==> src/rtl/apb_slave_regbank_if.sv <==
// APB completer-side bus bundle: master drives select/enable/address/data,
// slave returns read data, ready and error.
interface apb_slave_regbank_if;
    logic        psel;
    logic        penable;
    logic        pwrite;
    logic [31:0] paddr;
    logic [31:0] pwdata;
    logic [31:0] prdata;
    logic        pready;
    logic        pslverr;

    modport slave (
        input  psel, penable, pwrite, paddr, pwdata,
        output prdata, pready, pslverr
    );

    modport master (
        output psel, penable, pwrite, paddr, pwdata,
        input  prdata, pready, pslverr
    );
endinterface

==> src/rtl/apb_slave_regbank.sv <==
// APB register bank: read-only ID word at offset 0, read/write registers above it,
// programmable wait states and error response for bad accesses.
//
// state  | meaning
// S_IDLE | waiting for a setup phase; latches address, direction and error
// S_WAIT | access phase, counting down wait states
// S_DONE | pready=1, transfer completes (and write commits) on next psel&penable
module apb_slave_regbank #(
    parameter int unsigned NUM_REGS    = 8,
    parameter int unsigned WAIT_CYCLES = 0,
    parameter logic [31:0] ID_VALUE    = 32'hA5B0_0001
) (
    input  logic                      hclk,
    input  logic                      hresetn,
    apb_slave_regbank_if.slave        apb,
    output logic [32*NUM_REGS-1:0]    reg_q
);

    localparam int unsigned IDXW = $clog2(NUM_REGS);

    typedef enum logic [1:0] {S_IDLE, S_WAIT, S_DONE} state_t;

    state_t          r_state;
    logic [3:0]      r_cnt;
    logic [IDXW-1:0] r_idx;
    logic            r_write;
    logic            r_err;
    logic [31:0]     r_prdata;
    logic            r_pready;
    logic            r_pslverr;
    logic [31:0]     r_regs [NUM_REGS];

    logic [IDXW-1:0] w_idx;
    logic            w_err;
    logic [31:0]     w_rd_now;
    logic [31:0]     w_rd_lat;

    assign w_idx = apb.paddr[2 +: IDXW];
    assign w_err = (apb.paddr[1:0] != 2'b00)
                || (apb.paddr >= 32'(4 * NUM_REGS))
                || (apb.pwrite && (w_idx == '0));

    // Slot 0 is never written; the ID constant is substituted on read.
    always_comb begin
        w_rd_now = (w_idx == '0) ? ID_VALUE : r_regs[w_idx];
        w_rd_lat = (r_idx == '0) ? ID_VALUE : r_regs[r_idx];
    end

    assign apb.prdata  = r_prdata;
    assign apb.pready  = r_pready;
    assign apb.pslverr = r_pslverr;

    assign reg_q[31:0] = ID_VALUE;
    for (genvar g = 1; g < NUM_REGS; g++) begin : g_regq
        assign reg_q[32*g +: 32] = r_regs[g];
    end

    always_ff @(posedge hclk or negedge hresetn) begin
        if (!hresetn) begin
            r_state   <= S_IDLE;
            r_cnt     <= '0;
            r_idx     <= '0;
            r_write   <= 1'b0;
            r_err     <= 1'b0;
            r_prdata  <= '0;
            r_pready  <= 1'b0;
            r_pslverr <= 1'b0;
            for (int i = 0; i < NUM_REGS; i++) begin
                r_regs[i] <= '0;
            end
        end else begin
            case (r_state)
                S_IDLE: begin
                    if (apb.psel && !apb.penable) begin
                        r_idx   <= w_idx;
                        r_write <= apb.pwrite;
                        r_err   <= w_err;
                        if (WAIT_CYCLES == 0) begin
                            r_state   <= S_DONE;
                            r_pready  <= 1'b1;
                            r_pslverr <= w_err;
                            r_prdata  <= (w_err || apb.pwrite) ? '0 : w_rd_now;
                        end else begin
                            r_state <= S_WAIT;
                            r_cnt   <= 4'(WAIT_CYCLES - 1);
                        end
                    end
                end
                S_WAIT: begin
                    if (!apb.psel) begin
                        r_state <= S_IDLE;
                        r_cnt   <= '0;
                    end else if (apb.penable) begin
                        if (r_cnt == 4'd0) begin
                            r_state   <= S_DONE;
                            r_pready  <= 1'b1;
                            r_pslverr <= r_err;
                            r_prdata  <= (r_err || r_write) ? '0 : w_rd_lat;
                        end else begin
                            r_cnt <= r_cnt - 4'd1;
                        end
                    end
                end
                S_DONE: begin
                    if (!apb.psel || apb.penable) begin
                        // pwdata is taken at this edge, not at setup.
                        if (apb.psel && r_write && !r_err) begin
                            r_regs[r_idx] <= apb.pwdata;
                        end
                        r_state   <= S_IDLE;
                        r_pready  <= 1'b0;
                        r_pslverr <= 1'b0;
                        r_prdata  <= '0;
                    end
                end
                default: begin
                    r_state <= S_IDLE;
                end
            endcase
        end
    end

endmodule

==> src/flat_wrapper.sv <==
// flat-port wrapper written by rule: the top's interface ports become plain ports
module apb_slave_regbank_flat 
#(
    parameter int unsigned NUM_REGS    = 8,
    parameter int unsigned WAIT_CYCLES = 0,
    parameter logic [31:0] ID_VALUE    = 32'hA5B0_0001
)
  (hclk, hresetn, reg_q, apb_psel, apb_penable, apb_pwrite, apb_paddr, apb_pwdata, apb_prdata, apb_pready, apb_pslverr);
  apb_slave_regbank_if apb_i ();
  input  logic hclk;
  input  logic hresetn;
  output logic [32*NUM_REGS-1:0] reg_q;
  input wire logic [$bits(apb_i.psel)-1:0] apb_psel;
  input wire logic [$bits(apb_i.penable)-1:0] apb_penable;
  input wire logic [$bits(apb_i.pwrite)-1:0] apb_pwrite;
  input wire logic [$bits(apb_i.paddr)-1:0] apb_paddr;
  input wire logic [$bits(apb_i.pwdata)-1:0] apb_pwdata;
  output wire logic [$bits(apb_i.prdata)-1:0] apb_prdata;
  output wire logic [$bits(apb_i.pready)-1:0] apb_pready;
  output wire logic [$bits(apb_i.pslverr)-1:0] apb_pslverr;
  assign apb_i.psel = apb_psel;
  assign apb_i.penable = apb_penable;
  assign apb_i.pwrite = apb_pwrite;
  assign apb_i.paddr = apb_paddr;
  assign apb_i.pwdata = apb_pwdata;
  assign apb_prdata = apb_i.prdata;
  assign apb_pready = apb_i.pready;
  assign apb_pslverr = apb_i.pslverr;
  apb_slave_regbank #(.NUM_REGS(NUM_REGS), .WAIT_CYCLES(WAIT_CYCLES), .ID_VALUE(ID_VALUE)) u_core (.hclk(hclk), .hresetn(hresetn), .apb(apb_i), .reg_q(reg_q));
endmodule
==> config.mk <==
export PLATFORM = sky130hd
export DESIGN_NAME = apb_slave_regbank_flat
export DESIGN_NICKNAME = d
export VERILOG_FILES = /design/src/rtl/apb_slave_regbank_if.sv /design/src/rtl/apb_slave_regbank.sv /design/src/flat_wrapper.sv
export SDC_FILE = /design/constraint.sdc
export NUM_CORES = 1
export LEC_CHECK = 0
export ABC_CLOCK_PERIOD_IN_PS = 2000
export BUFFER_PORTS_ARGS = -buffer_cell sky130_fd_sc_hd__buf_2
export CAP_MARGIN = 15
export CORE_MARGIN = 3
export CORE_UTILIZATION = 30
export DETAILED_ROUTE_END_ITERATION = 8
export GPL_ROUTABILITY_DRIVEN = 0
export GPL_TIMING_DRIVEN = 0
export PLACE_DENSITY = 0.49
export SLEW_MARGIN = 20
export SYNTH_ARGS = -nofsm -noshare
export SYNTH_HDL_FRONTEND = slang
export SYNTH_SLANG_ARGS = --single-unit
==> constraint.sdc <==
create_clock -name hclk -period 2 [get_ports hclk]
set_input_delay 0.3 -clock hclk [delete_from_list [all_inputs] [get_ports hclk]]
set_output_delay 0.3 -clock hclk [all_outputs]
set_load 0.03 [all_outputs]
=== Word-level counts from Yosys, hierarchy flattened ===
Index checks and enable logic that the tools add are counted.

* Register bits after elaboration: 301
* Input port bits: 69
* Word-level logic and storage cells: 97

* Bitwise logic cells: 2
* Add/subtract/negate cells: 1
* Magnitude comparators: 4
* Mux-type cells: 39
* Equality and inequality tests: 11
* Reductions and logical operators: 24

{| class="wikitable"
|+ Operators by type and width
! kind !! number
|-
| $mux W32 || 14
|-
| $bwmux W256 || 1
|-
| $bmux W32 S3 || 2
|-
| $demux W32 S3 || 1
|-
| $pmux W32 S3 || 1
|-
| $ge A32 B6 Y1 const B || 1
|-
| $mux W4 || 3
|-
| $mux W2 || 5
|-
| $mux W1 || 9
|-
| $ge A4 B4 Y1 const B || 2
|-
| $ne A2 B1 Y1 const B || 4
|-
| $not A3 Y4 || 2
|-
| $logic_not A3 Y1 || 2
|-
| $ne A2 B2 Y1 const B || 3
|-
| $pmux W1 S3 || 2
|-
| $pmux W2 S3 || 1
|-
| $reduce_and A3 Y1 || 2
|-
| $reduce_and A6 Y1 || 1
|-
| $logic_and A1 B1 Y1 || 5
|-
| $logic_or A1 B1 Y1 || 5
|-
| $logic_not A4 Y1 || 1
|-
| $lt A4 B1 Y1 const B || 1
|-
| $reduce_and A4 Y1 || 1
|-
| $sub A4 B1 Y4 const B || 1
|-
| 9 further kinds || 11
|}

=== Depth between registers and ports, before layout ===
* Word-level depth: 10
* Gate-level depth with buffers: 8
* Gate-level depth less buffers: 6

=== Worst setup path before layout ===
Ideal clock, no wire load.

* Path type: reg-to-reg
* From: register, netlist name u_core.apb.pready
* To: register u_core.r_prdata[18] (netlist: u_core.apb.prdata[18])
* Cell stages (with the launch flop): 9
* Library setup time: 66 ps
* Path slack: -34 ps
* Path buffers: 2
* Data arrival time: 1,967 ps
* Required time: 1,934 ps
* Path through: dfrtp_1 > inv_1 > ha_1 > clkbuf_1 > nor3_1 > nand3_1 > nor3_1 > buf_2 > a22o_1

{| class="wikitable"
|+ RTL lines
! what !! line !! RTL
|-
| to (signal assigned) || apb_slave_regbank.sv:82 || <nowiki>r_prdata <= (w_err || apb.pwrite) ? '0 : w_rd_now;</nowiki>
|-
| to (signal assigned) || apb_slave_regbank.sv:98 || <nowiki>r_prdata <= (r_err || r_write) ? '0 : w_rd_lat;</nowiki>
|-
| to (decl) || apb_slave_regbank.sv:28 || <nowiki>logic [31:0] r_prdata;</nowiki>
|}

==> out/qor.yml <==
route.detailed.drc: 0
cts_tree: "built"
die_area_mm2: 0.0480
yosys.area.top_type_share_pct: 48.3
syn-cell-area_mm2: 0.0136
clock_root_cell: "clkbuf_16"
grtUsageMet2_pct: 30.0
period_needed_ps: 1950
cp-end-kind: "flip-flop"
power.density_mw_per_mm2: 858
setup_violations: 0
synth_top_family_by_area: "multiplexers"
worstPathMaxFanout: 10
routed-via-count: 9150
cp.required_ps: 2450
drt.antenna.violating_nets: 0
antenna-diode-count: 0
ys_seq_elements: 263
ys_types: 36
mostFrequentLayoutCell: "buf_2"
floorplan.rows: 77
cts-htree-levels: 1
grt_first_pass_wirelength_um: 63500
dpl.hpwl_um: 31000
synth_top_cells_by_area: "dfrtp_1 48%, mux2_2 17%, buf_4 15%"
layout_cells_sized_above_1_pct: 63.4
max_slew.worst_pin.slew_ps: 976
critical_path.startpoint_type: "flip-flop"
synth_compound_gate_area_share_pct: 5.25
fin_total_pwr_mw: 15.0
routed_via_density: 4.45
synth_xor_area_share_pct: 0.0643
globalRouteTotalUtil_pct: 17.7
simple_gate_area_share_of_the_yosys_netlist_pct: 2.54
clock_latency_of_the_later_clocked_register_in_the_worst_skew_pair_ps: 570
floorplan.die.height_um: 219
clock-sinks: 263
tritoncts.num_buffers: 31
outcome: "complete, no violations"
layout.cells.most_common_list: "335 x buf_2, 270 x buf_4, 262 x dfrtp_1"
coreArea_mm2: 0.0445
fin_nets: 1510
floorplan.io_pins: 359
post_layout_utilization_of_the_core_pct: 39.2
crit_path_cell_trace: "and4b_1, and3_1, buf_4, nand2_2, buf_4, mux2_2"
pin_count_of_the_biggest_net_entering_global_routing: 89
yosysSeqAreaShare_pct: 48.3
ir_drop_mv: 0.511
mapped_avg_cell_area_um2: 13.2
worst_path_largest_cell_delay_ps: 420
worst_path_max_delay_cell: "dfrtp_2"
synth.area.mux_share_pct: 26.8
floorplan.initialDensity_pct: 30.6
global_route.usage.met1_pct: 23.8
yosysTopAreaCell: "dfrtp_1"
met3_usage_pct: 3.52
slew_headroom_pct: 34.9
drv_slew: 0
globalRoute.busiestLayer: "met2"
globalRoute.totalOverflow: 0
route.final.wire_length_um: 43300
cts.reportedPaths.clkPinSlew_ps: 60
final_hold_violation_count: 0
worstHoldPathType: "input pin to flip-flop"
place.port_buffers: 326
drtPass1Iterations: 4
die_w_um: 219
cts.path.max_buffers: 3
worstSetupPathType: "flip-flop to flip-flop"
clock_skew_ps: 18.8
wire_per_inst_um: 21.1
area_growth_syn_to_layout_pct: 28.2
rsz0062_at_grt: "yes"
grt_pass1_vias: 9606
cp_common_cell: "buf_4"
fin_crit_sh_pct: 97.4
critical_path_arrival_ps: 2390
initialDrtViolationCount: 371
synthesis_warnings: 0
timing.max_cap.violations: 0
static-leakage-power_nw: 9.81
maxClockFrequency_ghz: 0.513
antenna_found_initial: 2
syn_inst: 1034
synth_adder_area_share_pct: 0.0919
## path summary, 6_finish.rpt
check / startpoint / endpoint / slack [ps] / cells past startpoint
min in group asynchronous: hresetn / u_core.reg_q[85]$_DFFE_PN0P_ / 230 / 2
hold reg to reg: u_core.apb.pslverr$_DFFE_PN0P_ / u_core.apb.pslverr$_DFFE_PN0P_ / 500 / 2
setup / recovery: u_core.apb.pready$_DFFE_PN0P_ / u_core.reg_q[35]$_DFFE_PN0P_ / 50 / 6
hold / removal: apb_pwdata[8] / u_core.reg_q[40]$_DFFE_PN0P_ / 50 / 2
max in group asynchronous: hresetn / u_core.reg_q[74]$_DFFE_PN0P_ / 670 / 4
setup reg to reg: u_core.apb.pready$_DFFE_PN0P_ / u_core.reg_q[35]$_DFFE_PN0P_ / 50 / 6
## power by group
group          internal, mW  switching, mW  leakage (nW)
logic                  1.32           1.83          5.65
registers              5.72          0.361          3.65
clock network          3.50           2.24         0.512
## logic make-up (layout without fill, tap and decap cells)
| logic type | count (synthesis) | in the layout |
|---|---|---|
| adders and majority gates | 1 | 1 |
| buffers and inverters | 320 | 719 |
| other | 2 | 32 |
| AOI/OAI and AO/OA | 97 | 97 |
| and+or+nand+nor | 57 | 57 |
| DFF | 263 | 263 |
| muxes | 293 | 293 |
| xor gates and xnor gates | 1 | 1 |
## layer usage
| layer | share of wire, % | routed length [µm] |
|---|---|---|
| met4 | 1.8 | 764 |
| met3 | 5.6 | 2420 |
| met1 | 44 | 19200 |
| met5 | 0.053 | 23 |
| met2 | 48 | 20900 |
## cells in the mapped netlist (all sizes together)
library cell and instances:
buf 296, dfrtp 263, mux2 252, a22o 32, mux4 32, nand2 29
o21ai 24, a22oi 23, clkbuf 15, inv 9, mux2i 9, a21o 8
a221oi 8, nor4 6, nor2 4, nor3 4, nand3 3, nand3b 3
conb 2, nor2b 2, nor3b 2, a21oi 1, and3 1, and4b 1
ha 1, nand4 1, o31ai 1, or4b 1, xnor2 1
## registers in the layout, indices dropped and copies added (netlist names)
register and cells:
u_core.reg_q 224, u_core.apb.prdata 32, u_core.r_idx 3, u_core.apb.pready 1, u_core.apb.pslverr 1, u_core.r_err 1, u_core.r_write 1
## timing repair
action / CTS / global route
gates resized for setup: 13 / 10
setup endpoints to repair: 154 / 147
hold buffers: 10 / 0
cloned: 0 / 0
pin swaps: 4 / 1
endpoints found under the hold margin: 50 / 0
buffers inserted: 7 / 1
## per-stage QoR
step	setup WS (ps)	instance area (µm²)	setup TNS [ps]	hold slack [ps]	instances
2_1_floorplan	73.1	13700	0	4.41	1064
3_3_place_gp	-5170	16100	-1261650	466	1982
3_5_place_dp	-1030	16200	-45260	222	1985
4_1_cts	0.357	17400	0	3.68	2055
5_1_grt	-24.3	17500	-334	32.4	2055
6_report	51.2	17500	0	46.8	2055
## layout make-up
class | count | area (µm²)
fillers | 4399 | 27000
flip-flops and latches | 263 | 6580
multi-input cells | 481 | 4890
plain buffers | 307 | 2290
repair buffers | 347 | 1890
clock buffers | 51 | 961
well taps | 592 | 741
clock inverters | 5 | 78.8
inverters | 9 | 33.8
## worst max-delay path, delay by kind of cell, from the launching register on
kind,cells,cell delay [ps]
buffers and inverters,2,430
flip-flops,1,420
multiplexers,1,360
AND/OR/NAND/NOR,3,590
No activity file was read; power rests on OpenSTA's default activity.
